===== config.mk =====
export PLATFORM = sky130hd
export DESIGN_NAME = watchdog_sec
export DESIGN_NICKNAME = d
export VERILOG_FILES = /design/src/rtl/watchdog_sec.sv
export SDC_FILE = /design/constraint.sdc
export NUM_CORES = 1
export LEC_CHECK = 0
export CAP_MARGIN = 30
export CORE_ASPECT_RATIO = 1.5
export CORE_MARGIN = 5
export CORE_UTILIZATION = 40
export DETAILED_ROUTE_END_ITERATION = 7
export REMOVE_ABC_BUFFERS = 1
export SETUP_SLACK_MARGIN = 0.15
export SLEW_MARGIN = 30
export SYNTH_ARGS = -nofsm -noshare
export SYNTH_HDL_FRONTEND = slang
export SYNTH_SLANG_ARGS = --single-unit

===== constraint.sdc =====
create_clock -name clk -period 2.9 [get_ports clk]
set_input_delay 0.58 -clock clk [delete_from_list [all_inputs] [get_ports clk]]
set_output_delay 0.58 -clock clk [all_outputs]
set_load 0.01 [all_outputs]

===== src/rtl/watchdog_sec.sv =====
// watchdog_sec: seconds-granularity watchdog with warning interrupt and fixed-length bite pulse
module watchdog_sec #(
  parameter int TIMEOUT_S   = 8,
  parameter int WARN_S      = 2,
  parameter int CNT_WIDTH   = 8,
  parameter int BITE_CYCLES = 16
) (
  input  logic                 clk,
  input  logic                 rst,
  input  logic                 tick_in,
  input  logic                 enable,
  input  logic                 kick,
  output logic                 warn_irq,
  output logic                 bite,
  output logic [CNT_WIDTH-1:0] secs_left,
  output logic [1:0]           state,
  output logic [3:0]           bite_count
);
  localparam int BW = $clog2(BITE_CYCLES + 1);
  localparam logic [CNT_WIDTH-1:0] TO = CNT_WIDTH'(TIMEOUT_S);
  localparam logic [CNT_WIDTH-1:0] WS = CNT_WIDTH'(WARN_S);
  localparam logic [BW-1:0] LAST = BW'(BITE_CYCLES - 1);
  typedef enum logic [1:0] {IDLE, ARMED, WARN, BITE} st_t;
  st_t st, st_n;
  logic [CNT_WIDTH-1:0] secs_n, dec;
  logic [BW-1:0] bcnt, bcnt_n;
  assign dec = secs_left - 1'b1;
  assign state = st;
  assign warn_irq = st == WARN;
  always_comb begin
    st_n = st;
    secs_n = secs_left;
    bcnt_n = '0;
    case (st)
      IDLE: begin
        secs_n = TO;
        st_n = enable ? ARMED : IDLE;
      end
      ARMED: begin
        if (!enable) begin
          st_n = IDLE;
          secs_n = TO;
        end else if (kick) begin
          secs_n = TO;
        end else if (tick_in) begin
          secs_n = dec;
          st_n = dec == WS ? WARN : ARMED;
        end
      end
      WARN: begin
        if (!enable || kick) begin
          st_n = enable ? ARMED : IDLE;
          secs_n = TO;
        end else if (tick_in) begin
          st_n = secs_left == 1 ? BITE : WARN;
          secs_n = secs_left == 1 ? '0 : dec;
        end
      end
      BITE: begin
        // the pulse length is fixed; all inputs are ignored until it completes
        st_n = bcnt == LAST ? IDLE : BITE;
        secs_n = bcnt == LAST ? TO : secs_left;
        bcnt_n = bcnt == LAST ? '0 : bcnt + 1'b1;
      end
      default: st_n = IDLE;
    endcase
  end
  always_ff @(posedge clk or posedge rst) begin
    if (rst) begin
      st <= IDLE;
      secs_left <= TO;
      bcnt <= '0;
      bite <= 1'b0;
      bite_count <= '0;
    end else begin
      st <= st_n;
      secs_left <= secs_n;
      bcnt <= bcnt_n;
      bite <= st_n == BITE;
      if (st != BITE && st_n == BITE && bite_count != 4'd15) bite_count <= bite_count + 1'b1;
    end
  end
endmodule


; Yosys cells after proc, flatten, opt, wreduce, memory -nomap -nowiden
; Cells that the tools add are included.
[classes]
n_eq_ne = 12
add_sub_neg = 3
n_mux = 20
n_reduce_logical = 6
[ops]
columns = operator, n
row1 = 2-to-1 mux 8 bit, 7
row2 = case mux 8 bit (4 select lines), 1
row3 = 2-to-1 mux 2 bit, 7
row4 = 2-to-1 mux 5 bit, 2
row5 = == test 8 x 1 -> 1 bit (second input constant), 1
row6 = == test 8 x 2 -> 1 bit (second input constant), 1
row7 = != test 4 bit (second input constant), 2
row8 = case mux 2 bit (4 select lines), 1
row9 = subtractor 8 x 1 -> 8 bit (second input constant), 1
row10 = == test 2 bit (second input constant), 3
row11 = adder 5 x 1 -> 5 bit (second input constant), 1
row12 = == test 5 x 4 -> 1 bit (second input constant), 1
row13 = adder 4 x 1 -> 4 bit (second input constant), 1
row14 = != test 2 bit (second input constant), 2
row15 = != test 3 x 2 -> 1 bit (second input constant), 1
row16 = AND reduction 3 bit, 1
row17 = == test 2 x 1 -> 1 bit (second input constant), 1
row18 = logical AND 1 bit, 2
row19 = zero test 2 bit, 1
row20 = 2-to-1 mux 1 bit, 2
row21 = zero test 1 bit, 1
row22 = logical OR 1 bit, 1
[totals]
inputBits = 5
reg_bits = 20

; Depth between registers and ports, before layout
[depth]
depth_word = 10
depth_mapped = 9
depth_no_buf = 8

; Worst setup path after synthesis
; OpenSTA, ideal clock, no wires.
[synth_path]
path_type = reg-to-reg
from = register st[1], in the netlist state[1]
to = register bite_count[1]
stages_incl_launch_ff = 8
setup_time_ns = 0.125
arrival_time_ns = 1.998
slack_ns = 0.777
n_path_buf = 0
synth_period_minus_slack_ns = 2.123
path_cell_list = dfrtp_1 -> inv_1 -> ha_1 -> inv_1 -> o41ai_1 -> o21bai_4 -> nor3_2 -> mux2_4
[synth_between]
elab_chain_cells = 7
word_cells_on_any_way = 14
[synth_rtl]
columns = element, line
row1 = "start, declared", 24  ; st_t st, st_n;
row2 = "start signal, assigned", 76  ; st <= st_n;
row3 = 2-to-1 mux 2 bit, 45  ; end else if (tick_in) begin
row4 = 2-to-1 mux 2 bit, 43  ; end else if (kick) begin
row5 = 2-to-1 mux 2 bit, 40  ; if (!enable) begin
row6 = case mux 2 bit (4 select lines), 34  ; case (st)
row7 = == test 2 bit, 80  ; if (st != BITE && st_n == BITE && bite_count != 4'd15) bite_count <= bite_count + 1'b1;
row8 = logical AND 1 bit * (2 in series), 80
row9 = "end signal, assigned", 80
row10 = "end, declared", 17  ; output logic [3:0] bite_count
; Mark *: on every way between the ends. The rest lies on a longest branch, timed or not.
; A chain may end at the register's enable or synchronous reset.

; Worst setup path after layout
[layout_path]
from = input enable
to = register bite_count[1]
[layout_between]
elab_chain_cells = 7
word_cells_on_any_way = 9
[layout_rtl]
columns = element, line
row1 = "start, declared", 11  ; input logic enable,
row2 = zero test 1 bit, 51  ; if (!enable || kick) begin
row3 = logical OR 1 bit, 51
row4 = 2-to-1 mux 2 bit, 51
row5 = case mux 2 bit (4 select lines) *, 34
row6 = == test 2 bit *, 80
row7 = logical AND 1 bit * (2 in series), 80
; Marks and branches as above.

==> summary.md <==
| Metric | Value |
|---|---|
| Status | finished, final reports clean |
| HPWL Detailed | approximately 2100 um |
| Share of layout cells above drive strength 1 | between 10% and 20% |
| Slew @ Worst Pin | 0.7628 ns |
| Cell taking the most area after synthesis | dfrtp_1 |
| TNS Setup | 0 ns |
| Asr flop ratio synth | 100.0% |
| Number of global-route vias before repair | about 1.1k |
| Die Ht | 78.77 um |
| Worst Setup Path Type | input port to flop |
| Core Area | 3097 um^2 |
| Yosys top cell area share | a little under two fifths |
| Placed cell count | between 150 and 200 |
| Nets | 163 |
| Most common flop cell mapped by yosys | dfrtp_1 |
| Post-Syn Area | about 1300 um^2 |
| Pwr/cell area | between 600 and 700 nW/um^2 |
| F_max | 420.9 MHz |
| Setup Viol. Count Final | 0 |
| Ys Warns | 0 |
| Initial antenna violation count | 0 |
| Post-synthesis cell count | 123 |
| Arr. time, crit path | 2.53 ns |
| Die span in x | between 50 and 60 um |
| Synth Area per Inst | roughly 10 um^2 |
| WP data required | slightly above 3 ns |
| WL/cell | 14.45 um |
| Max_cap viols | 0 |
| Tcrit/Tclk final | around four fifths |
| Avg Vias per Cell | ~5.2 |
| Final Max Slew Viols | 0 |
| Post-Route Skew | just over 0.003 ns |
| Non-Filler Instances | about 190 |
| Max stage delay on crit path | approximately 0.63 ns |
| Cell variety after synth | 42 |
| Global-route wire length before repair | 4581 um |
| Area Growth Syn to Fin | 25.79% |
| Pleak | 0.0006976 uW |
| Worst path buffer plus inverter count | 2 |
| Slew HR | 49.09% |
| First-pass detailed-route iteration total | 4 |
| CTS resizes | 0 |
| Total wire length | around 2700 um |
| Core Rows | 25 |
| GRT Overall Usage | between 10% and 20% |
| Crit. End Element | flop |
| Clk sink count | 20 |
| GP Congestion | approximately 0.77 |
| Number of top-level pins | 21 |
| Num CTS Buffers | 3 |
| FF+latch count, synth | 20 |
| Largest net degree at the start of global routing | 21 |
| Commonest cells post-synth | 19 x dfrtp_1, 12 x nor2_1, 11 x inv_1 |
| Cell family with most CP delay | compound AO/OA/AOI/OAI gates |
| Post-CTS setup buffer count | 0 |
| RSZ-0062 raised after global routing | no |
| Most frequent cell after synthesis | dfrtp_1 |
| Worst-Skew Late Latency | between 0.2 and 0.3 ns |
| Initial DRC Count | 12 |
| Post-route ant nets | 0 |
| Startpoint Class | input port |
| Crit path max fanout | 6 |
| N_diodes | 0 |
| Min Clock Period, post-route | 2.376 ns |
| Register area share after synthesis | between 30% and 40% |
| Total grt overflow | 0 |
| EDFF count, synth | 0 |
| Final Hold Fails | 0 |
| Clock Path Buffers | 2 |
| CP max stage cell | o41ai_1 |
| Worst vdd ir | 0.3141 mV |
| Initial Util | approximately two fifths |
| Crit path cell chain | clkdlybuf4s50_1, inv_2, o41ai_1, nor4_4, nor3_2, mux2_4 |
| Via count | between 900 and 1k |
| Min-delay worst type | flop to flop |
| Top area cells in the synthesized netlist | dfrtp_1 38%, ha_1 8.9%, o21ai_0 4.0% |
| Clock root buffer | clkbuf_8 |
| CTS tree | yes |
| WHS | approximately 0.47 ns |
| Die area | between 4000 and 5000 um^2 |
| DRC | 0 |
| Reg clk slew, reported paths | around 0.080 ns |
| H-tree depth | 1 |
| I/O Buffers | 20 |
| # hold bufs at CTS | 0 |
worst register-to-register path, delay by kind of cell, from the launching register on:
kind	cells	cell delay, ns
AND/OR/NAND/NOR	2	0.38
AO/OA/AOI/OAI	1	0.62
multiplexers	1	0.32
buffers and inverters	2	0.21
adder cells (fa/ha/maj)	1	0.22
flip-flops	1	0.43
metal layers:
metal | vias up | routed length [um] | part of all wire [%] | global-route usage, %
met5 | - | 0 | 0 | 0
met4 | 0 | 53 | 2.0 | 6.413
met3 | 5 | 93 | 3.4 | 1.789
met2 | 17 | 1556 | 57 | 26.78
met1 | 476 | 1014 | 37 | 12.74
li1 | 487 | - | - | -
layout by cell type (no fill, tap or decap), drive strengths merged:
cell type,synthesis,layout
o21ai,11,11
o21bai,1,1
o311ai,1,1
nor4,6,6
mux2,1,1
or2,1,1
clkbuf,0,3
o2111ai,1,1
and3,2,2
or3b,1,1
nor3,2,2
dfrtp,19,19
nand2,7,7
a21oi,5,5
o41ai,3,3
o31ai,1,1
bufinv,0,1
o221a,1,1
nor2b,2,2
a41o,1,1
and2,3,3
ha,9,9
a31o,2,2
inv,12,12
xor2,5,5
o2bb2ai,1,1
dfstp,1,1
buf,1,2
clkdlybuf4s50,0,20
a31oi,1,1
nand2b,2,2
xnor2,2,2
nand3,3,3
or3,1,1
nor2,12,12
a211o,1,1
nand4b,1,1
power breakdown:
part           switching (uW)  internal, uW  leakage, uW
combinational             185           191     0.000394
clock                    99.3           185    0.0000357
sequential               56.6           316     0.000268
total                     340           691     0.000698
state kept, by name (all words and copies together) (netlist names):
signal and count:
state 2, bite_count 4, bcnt 5, bite 1
secs_left 8
area by class of cell:
class,count,area [um^2]
Fill cell,284,1510
Inverter,12,45.04
Sequential cell,20,501.7
Multi-Input combinational cell,90,703.2
Clock inverter,1,30.03
Tap cell,40,50.05
Clock buffer,3,41.29
Timing Repair Buffer,22,215.2
stage by stage:
step / area, um^2 / total power [uW] / util [%] / setup WS, ns
2_1_floorplan: 1250 / 615.0 / - / 0.7770
3_3_place_gp: 1515 / 749.7 / 48.93 / 0.3005
3_5_place_dp: 1515 / 755.4 / 48.93 / 0.2005
4_1_cts: 1587 / 1044 / 51.23 / 0.5012
5_1_grt: 1587 / 1097 / 51.23 / 0.4228
6_report: 1587 / 1032 / 51.23 / 0.5243
kinds of logic after synthesis:
| group | count (synthesis) | synth area share, % |
|---|---|---|
| compound gates | 30 | 18.06 |
| simple gates | 43 | 22.72 |
| fa+ha+maj | 9 | 8.929 |
| buf+inv | 13 | 4.464 |
| xor+xnor | 7 | 4.861 |
| flops | 20 | 39.78 |
| mux | 1 | 1.190 |
path summary, 6_finish.rpt:
check / startpoint / endpoint / slack (ns) / cells after the start
max: enable / bite_count[1] / 0.52 / 6
min: bcnt[0] / bcnt[0] / 0.47 / 1
max reg2reg: state[1] / bite_count[1] / 0.62 / 7
min reg2reg: bcnt[0] / bcnt[0] / 0.47 / 1
max in group asynchronous: rst / state[1] / 1.67 / 2
min in group asynchronous: rst / secs_left[2] / 0.76 / 2
Note: power is estimated with default switching activity, not from simulation.
